### src/rtl/mem_arb_pkg.sv
// Shared types and helpers for the memory port arbiter.
// Sized for the largest supported requester count (8).
package mem_arb_pkg;

  localparam int MAX_REQ  = 8;
  localparam int MAX_ID_W = 3;

  // Width of a requester index; a single requester still needs one bit.
  function automatic int id_width(input int n);
    return (n > 1) ? $clog2(n) : 1;
  endfunction

  // One slot of the in-flight pipeline: the access is live and who issued it.
  typedef struct packed {
    logic                valid;
    logic [MAX_ID_W-1:0] id;
  } inflight_t;

  // Round-robin pick. Priority runs last+1, last+2, ..., last (mod n).
  // Returns 1 when any request is asserted, and the winner index in idx.
  // The loop is bounded by MAX_REQ so that it unrolls to fixed hardware.
  function automatic logic rr_pick(input  logic [MAX_REQ-1:0]  req,
                                   input  logic [MAX_ID_W-1:0] last,
                                   input  int                  n,
                                   output int                  idx);
    logic found;
    int   k;
    found = 1'b0;
    idx   = 0;
    for (int i = 1; i <= MAX_REQ; i++) begin
      k = (int'(last) + i) % n;
      if ((i <= n) && !found && req[k[MAX_ID_W-1:0]]) begin
        found = 1'b1;
        idx   = k;
      end
    end
    return found;
  endfunction

endpackage

### src/rtl/mem_port_arbiter_rr.sv
// Round-robin arbiter core: combinational pick plus the 'last granted' pointer.
module rr_arbiter
  import mem_arb_pkg::*;
#(
  parameter int N_REQ = 2
) (
  input  logic                       clk,
  input  logic                       reset_n,
  input  logic [N_REQ-1:0]           req,
  output logic [N_REQ-1:0]           gnt,
  output logic                       found,
  output logic [id_width(N_REQ)-1:0] winner
);

  localparam int ID_W = id_width(N_REQ);

  logic [ID_W-1:0] last;
  int              pick_idx;

  // Pick the highest-priority request relative to the last winner.
  always_comb begin
    pick_idx = 0;
    found    = rr_pick(MAX_REQ'(req), MAX_ID_W'(last), N_REQ, pick_idx);
    winner   = ID_W'(pick_idx);
    gnt      = '0;
    if (found) gnt[winner] = 1'b1;
  end

  // Remember the winner; reset so that requester 0 is first in line.
  always_ff @(posedge clk or negedge reset_n) begin
    if (!reset_n) begin
      last <= ID_W'(N_REQ - 1);
    end else if (found) begin
      last <= winner;
    end
  end

endmodule

### src/rtl/mem_port_arbiter.sv
// Shares memory port B between N_REQ requesters. One grant per cycle, no
// back-pressure; completions come back LATENCY cycles after the grant,
// steered to the requester that issued the access.
module mem_port_arbiter
  import mem_arb_pkg::*;
#(
  parameter int N_REQ   = 2,
  parameter int LATENCY = 1,
  parameter int AW      = 32,
  parameter int DW      = 32
) (
  input  logic                       clk,
  input  logic                       reset_n,
  input  logic [N_REQ-1:0]           req_i,
  input  logic [N_REQ-1:0]           we_i,
  input  logic [N_REQ-1:0][AW-1:0]   addr_i,
  input  logic [N_REQ-1:0][DW-1:0]   wdata_i,
  output logic [N_REQ-1:0]           gnt_o,
  output logic [N_REQ-1:0]           rvalid_o,
  output logic [DW-1:0]              rdata_o,
  output logic [AW-1:0]              mem_addr_o,
  output logic [DW-1:0]              mem_wdata_o,
  output logic                       mem_en_o,
  output logic                       mem_we_o,
  input  logic [DW-1:0]              mem_rdata_i
);

  localparam int ID_W = id_width(N_REQ);

  logic            grant;
  logic [ID_W-1:0] winner;
  inflight_t       pipe [LATENCY];
  inflight_t       tail;

  rr_arbiter #(
    .N_REQ (N_REQ)
  ) u_rr (
    .clk     (clk),
    .reset_n (reset_n),
    .req     (req_i),
    .gnt     (gnt_o),
    .found   (grant),
    .winner  (winner)
  );

  // Drive the memory port with the winner's command; quiet when idle.
  always_comb begin
    mem_en_o    = grant;
    mem_we_o    = 1'b0;
    mem_addr_o  = '0;
    mem_wdata_o = '0;
    if (grant) begin
      mem_we_o    = we_i[winner];
      mem_addr_o  = addr_i[winner];
      mem_wdata_o = wdata_i[winner];
    end
  end

  // In-flight shift register: head takes this cycle's grant, tail retires.
  // Idle slots carry id 0 rather than X so the pipe stays deterministic.
  always_ff @(posedge clk or negedge reset_n) begin
    if (!reset_n) begin
      for (int i = 0; i < LATENCY; i++) pipe[i] <= '0;
    end else begin
      pipe[0].valid <= grant;
      pipe[0].id    <= grant ? MAX_ID_W'(winner) : '0;
      for (int i = 1; i < LATENCY; i++) pipe[i] <= pipe[i-1];
    end
  end

  // Retire the tail entry: one-hot completion to its issuer, data passthrough.
  always_comb begin
    tail     = pipe[LATENCY-1];
    rvalid_o = '0;
    for (int k = 0; k < N_REQ; k++) begin
      rvalid_o[k] = tail.valid && (tail.id == MAX_ID_W'(k));
    end
    rdata_o = mem_rdata_i;
  end

endmodule

### config.mk
export PLATFORM = sky130hd
export DESIGN_NAME = mem_port_arbiter
export DESIGN_NICKNAME = d
export VERILOG_FILES = /design/src/rtl/mem_arb_pkg.sv /design/src/rtl/mem_port_arbiter_rr.sv /design/src/rtl/mem_port_arbiter.sv
export SDC_FILE = /design/constraint.sdc
export NUM_CORES = 1
export LEC_CHECK = 0
export CAP_MARGIN = 25
export CORE_AREA = 2 2 103 105
export DETAILED_ROUTE_END_ITERATION = 7
export DIE_AREA = 0 0 105 107
export PLACE_DENSITY = 0.57
export SLEW_MARGIN = 10
export SYNTH_ARGS = -nofsm -noshare
export SYNTH_HDL_FRONTEND = slang
export SYNTH_SLANG_ARGS = --single-unit
### constraint.sdc
create_clock -name clk -period 3.67 [get_ports clk]
set_clock_uncertainty 0.15 [all_clocks]
set_input_delay 0.734 -clock clk [delete_from_list [all_inputs] [get_ports clk]]
set_output_delay 0.734 -clock clk [all_outputs]
set_load 0.03 [all_outputs]
[Yosys cells after proc, flatten, opt, wreduce, memory -nomap -nowiden]
Index checks and enable logic that the tools add are counted.
Storage, ports and cells
  flip-flop bits (word level): 3
  output and inout bits: 102
Operators by class
  add/subtract/negate cells: 2
  $lt $le $gt $ge: 4
  eq/ne operators: 1
  mux-type cells: 21
  bitwise logic cells: 2
  reductions and logical operators: 6
Operators by type and width (number)
  $mux W32: 6
  $mux W1: 11
  $lt A3 B4 Y1 const B: 2
  $bmux W1 S2: 2
  $logic_and A1 B1 Y1: 4
  $logic_not A3 Y1: 1
  $add A1 B1 Y1 const B: 2
  $and A1 B1 Y1 const A: 2
  $lt A1 B2 Y1 const B: 1
  $mux W2: 1
  $demux W1 S1: 1
  $eq A1 B1 Y1 const B: 1
  $ge A1 B1 Y1 const B: 1
  $logic_not A1 Y1: 1

[Longest topological paths before layout]
  depth after elaboration: 13
  depth in mapped cells: 5

[Hierarchy]
A second synthesis with hierarchy kept.
Unflattened totals
  cell total of the unflattened synthesis: 190
  area total of the unflattened synthesis: 1584.0 um^2
By module, submodules not included
  mem_port_arbiter: times used 1, cells an instance 182, area an instance 1516.5 um^2, sequential area each 50.0 um^2
  rr_arbiter: times used 1, cells an instance 8, area an instance 67.6 um^2, sequential area each 26.3 um^2

[Worst setup path after synthesis]
OpenSTA, ideal clock, no wires.
  path type: input to output
  start: in req_i[0]
  end: out mem_addr_o[10]
  data arrival time: 1677 ps
  required time: 2786 ps
  path slack: 1109 ps
  cell stages on the path: 4
  path buffers: 2
  path through: buf_4 -> a21boi_2 -> buf_2 -> a32o_1
Between the ends
  longest elaborated chain between the ends: 9
  elaborated cells on any way between the ends: 13
  classes of those cells: mux (11); reduce/logical (2)
Ends and longest elaborated chain
  start, declared: RTL line mem_port_arbiter.sv:14  | input logic [N_REQ-1:0] req_i,
  $bmux W1 S2: RTL line mem_arb_pkg.sv:32  | if ((i <= n) && !found && req[k[MAX_ID_W-1:0]]) begin
  $mux W1 (not written as such): RTL line mem_arb_pkg.sv:32
  $mux W1: RTL line mem_arb_pkg.sv:32
  $logic_not A1 Y1: RTL line mem_arb_pkg.sv:32
  $logic_and A1 B1 Y1: RTL line mem_arb_pkg.sv:32
  $mux W1: RTL line mem_arb_pkg.sv:32
  $mux W32 (not written as such) (2 in a row): RTL line mem_port_arbiter.sv:54  | mem_addr_o = addr_i[winner];
  $mux W32 (*): RTL line mem_port_arbiter.sv:52  | if (grant) begin
  end, declared: RTL line mem_port_arbiter.sv:21  | output logic [AW-1:0] mem_addr_o,
Mark *: on every way between the ends. The rest lies on a longest branch, timed or not. The select of a mux whose other input is x is not followed.

[Final worst setup path]
  start: in req_i[1]
  end: out mem_wdata_o[29]
Between the ends
  longest elaborated chain between the ends: 9
  elaborated cells on any way between the ends: 13
  classes of those cells: mux (11); reduce/logical (2)
Ends and longest elaborated chain
  $bmux W1 S2: RTL line mem_arb_pkg.sv:32
  $mux W1 (not written as such): RTL line mem_arb_pkg.sv:32
  $mux W1: RTL line mem_arb_pkg.sv:32
  $logic_not A1 Y1: RTL line mem_arb_pkg.sv:32
  $logic_and A1 B1 Y1: RTL line mem_arb_pkg.sv:32
  $mux W1: RTL line mem_arb_pkg.sv:32
  $mux W32 (not written as such) (2 in a row): RTL line mem_port_arbiter.sv:55  | mem_wdata_o = wdata_i[winner];
  $mux W32 (*): RTL line mem_port_arbiter.sv:52
  end, declared: RTL line mem_port_arbiter.sv:22  | output logic [DW-1:0] mem_wdata_o,
Marks and branches as above.

==> reports/qor.csv <==
stage,metric,value,unit
outcome,status,"finished, final reports clean",
timing,tightest_slew,531,ps
grt,grt_use_total,10.9,%
yosys,yosysSeqAreaShare,6.46,%
yosys,synthSimpleGateAreaFrac,3.60,%
critical_path,critPathCaptureType,output port,
timing,rsz0062_at_grt,false,
drt,routed_wl,6860,um
clock_tree,cts_made_buffers,3,
grt,antenna_found_initial,0,
drt,num_vias,1900,
floorplanning,die_w,105,um
critical_path,required,2790,ps
yosys,synth_nets,296,
yosys,netlist_area,1180,um2
clock_tree,cts_tree,done,
yosys,yosysUniqueCellTypes,14,
critical_path,cp_data_arrival_time,2260,ps
placement,dp_cells,419,
drt,drt-vias-per-instance,4.49,
layout,syn_to_final_growth,160,%
critical_path,slowest_stage,clkdlybuf4s50_1,
placement,gp_congestion,0.679,
yosys,synth_seq_cells,3,
hold_path,hold_depth,2,
layout,nNetsFinal,454,
timing,finalCriticalPeriod,3150,ps
drt,route.detailed.drc,0,
placement,postPlaceCellArea,3030,um2
critical_path,path_class,in -> out,
critical_path,path_cells,clkdlybuf4s50_1 > a21boi_4 > buf_12 > a32o_1 > buf_12,
critical_path,startpoint_type,input pin,
critical_path,crit_fanout,66,
timing,slew_headroom,64.6,%
timing,slew_viol_final,0,
timing,finalHoldViolations,0,
floorplanning,die_area,11200,um2
grt,grt_max_degree,67,
clock_tree,cts_sinks,3,
layout,antenna_cells,0,
grt,overflow,0,
timing,fin_setup_tns,0,ps
critical_path,crit_path_max_incr_delay,570,ps
yosys,synthAdderAreaFrac,0,%
grt,grt_pass1_wl,10100,um
yosys,yosys.area.top_type,a32o_1,
critical_path,cp_common_cell,buf_12,
layout,stdcell_area,3080,um2
clock_tree,clk_pin_slew,30,ps
floorplanning,core_area,10100,um2
layout,stdcell_count,423,
floorplanning,start_util,11.7,%
drt,wl_per_cell,16.2,um
drt,ant_nets,0,
run,cap_violations,0,
drt,drt_iter0_drc,105,
floorplanning,io_pins,268,
clock_tree,cts.repair_timing.setup_buffer_count,0,
clock_tree,postCtsHoldBufs,0,
layout,layout_common_cells,"clkdlybuf4s50_1 (137), a32o_1 (65), buf_4 (55)",
yosys,postSynthAreaPerCell,9.10,um2
yosys,syn_inst,130,
power_and_ir_drop,powerDensity,246,nW/um2
power_and_ir_drop,p_leak,1.17,nW
yosys,synth-compound-area-share,56.4,%
clock_tree,h-tree-depth,1,
placement,dp.final_hpwl,5380,um
timing,setup_viol,0,
critical_path,worstRegToRegCells,2,
yosys,synth_top_family_by_area,compound AO/OA/AOI/OAI gates,
layout,final_util,30.5,%
clock_tree,clockBufferDepth,2,
timing,fmax,0.318,GHz
clock_tree,cts.repair.resized,0,
yosys,muxShareOfSynthArea,0,%
yosys,yosysWarnings,0,
yosys,synth_top_area_share,55.0,%
floorplanning,die_h,107,um
clock_tree,clock_latency,210,ps
timing,fin_crit_sh,85.8,%
clock_tree,cts_root_buf,clkbuf_8,
yosys,synth_xor_area_share,0,%
drt,drt_first_pass_iters,6,
yosys,synthTopCellsByArea,"a32o_1 (55%), buf_4 (23%), buf_6 (6.7%)",
power_and_ir_drop,ir_drop,0.0873,mV
hold_path,min_path_type,reg -> reg,
grt,grt_pass1_vias,1877,
placement,io_buffers,203,
layout,layout-drive-gt1-share,26.5,%
layout,final_common_cell,clkdlybuf4s50_1,
floorplanning,placementRows,37,
==> synth_stat cells <==
cell type	n
and2_1	2
a21boi_2	1
nor2_1	1
buf_2	5
a32o_1	65
nand2b_4	1
nor2b_1	1
dfrtp_1	2
a21oi_1	1
dfstp_2	1
clkbuf_1	6
buf_6	7
or2_1	1
buf_4	36
==> metrics by stage <==
step | hold WS [ps] | total power [mW] | worst slack (ps)
final | 373 | 0.756 | 522
after floorplan | 288 | 0.412 | 1110
after CTS | 383 | 0.767 | 498
after detailed placement | 381 | 0.666 | 516
after global routing | 443 | 0.793 | 427
after global placement | 396 | 0.664 | 505
==> final timing paths <==
check	slack (ps)	startpoint	endpoint
setup / recovery	520	req_i[1]	mem_wdata_o[29]
hold / removal	370	u_rr.last$_DFFE_PN1P_	u_rr.last$_DFFE_PN1P_
setup reg to reg	2490	u_rr.last$_DFFE_PN1P_	pipe[0]$_DFF_PN0_
hold reg to reg	370	u_rr.last$_DFFE_PN1P_	u_rr.last$_DFFE_PN1P_
max in group asynchronous	2600	reset_n	u_rr.last$_DFFE_PN1P_
min in group asynchronous	550	reset_n	pipe[0]$_DFF_PN0_
==> critical path, delay by kind of cell <==
family	cells	cell delay [ps]
AOI/OAI and AO/OA	2	490
buffers and inverters	3	1010
==> registers in the layout, indices dropped and copies added, names as in the netlist <==
signal / cells
pipe: 2
u_rr.last: 1
==> power breakdown <==
group	internal (mW)	switching [mW]	leakage, nW
clock	0.0739	0.0201	0.0228
sequential	0.0378	0.00318	0.0332
combinational	0.321	0.299	1.12
total	0.433	0.323	1.17
==> cell families after synthesis <==
group / Yosys count
AO/OA/AOI/OAI: 67
buffers and inverters: 54
flip-flops: 3
AND/OR/NAND/NOR: 6
==> metal layers <==
layer  global-route usage [%]  vias up  part of all wire (%)
li1                         -      848                     -
met1                     12.7      896                    37
met2                     18.9      136                    49
met3                     3.47       20                    12
met4                     3.90        0                   2.5
met5                        0        -                     0
==> layout make-up <==
class | instances | area, um2
Tap cell | 136 | 170
Clock buffer | 4 | 45.0
Sequential cell | 3 | 76.3
Multi-Input combinational cell | 73 | 717
Timing Repair Buffer | 207 | 2070
Fill cell | 1072 | 7010
(Power assumes the default switching activity.)
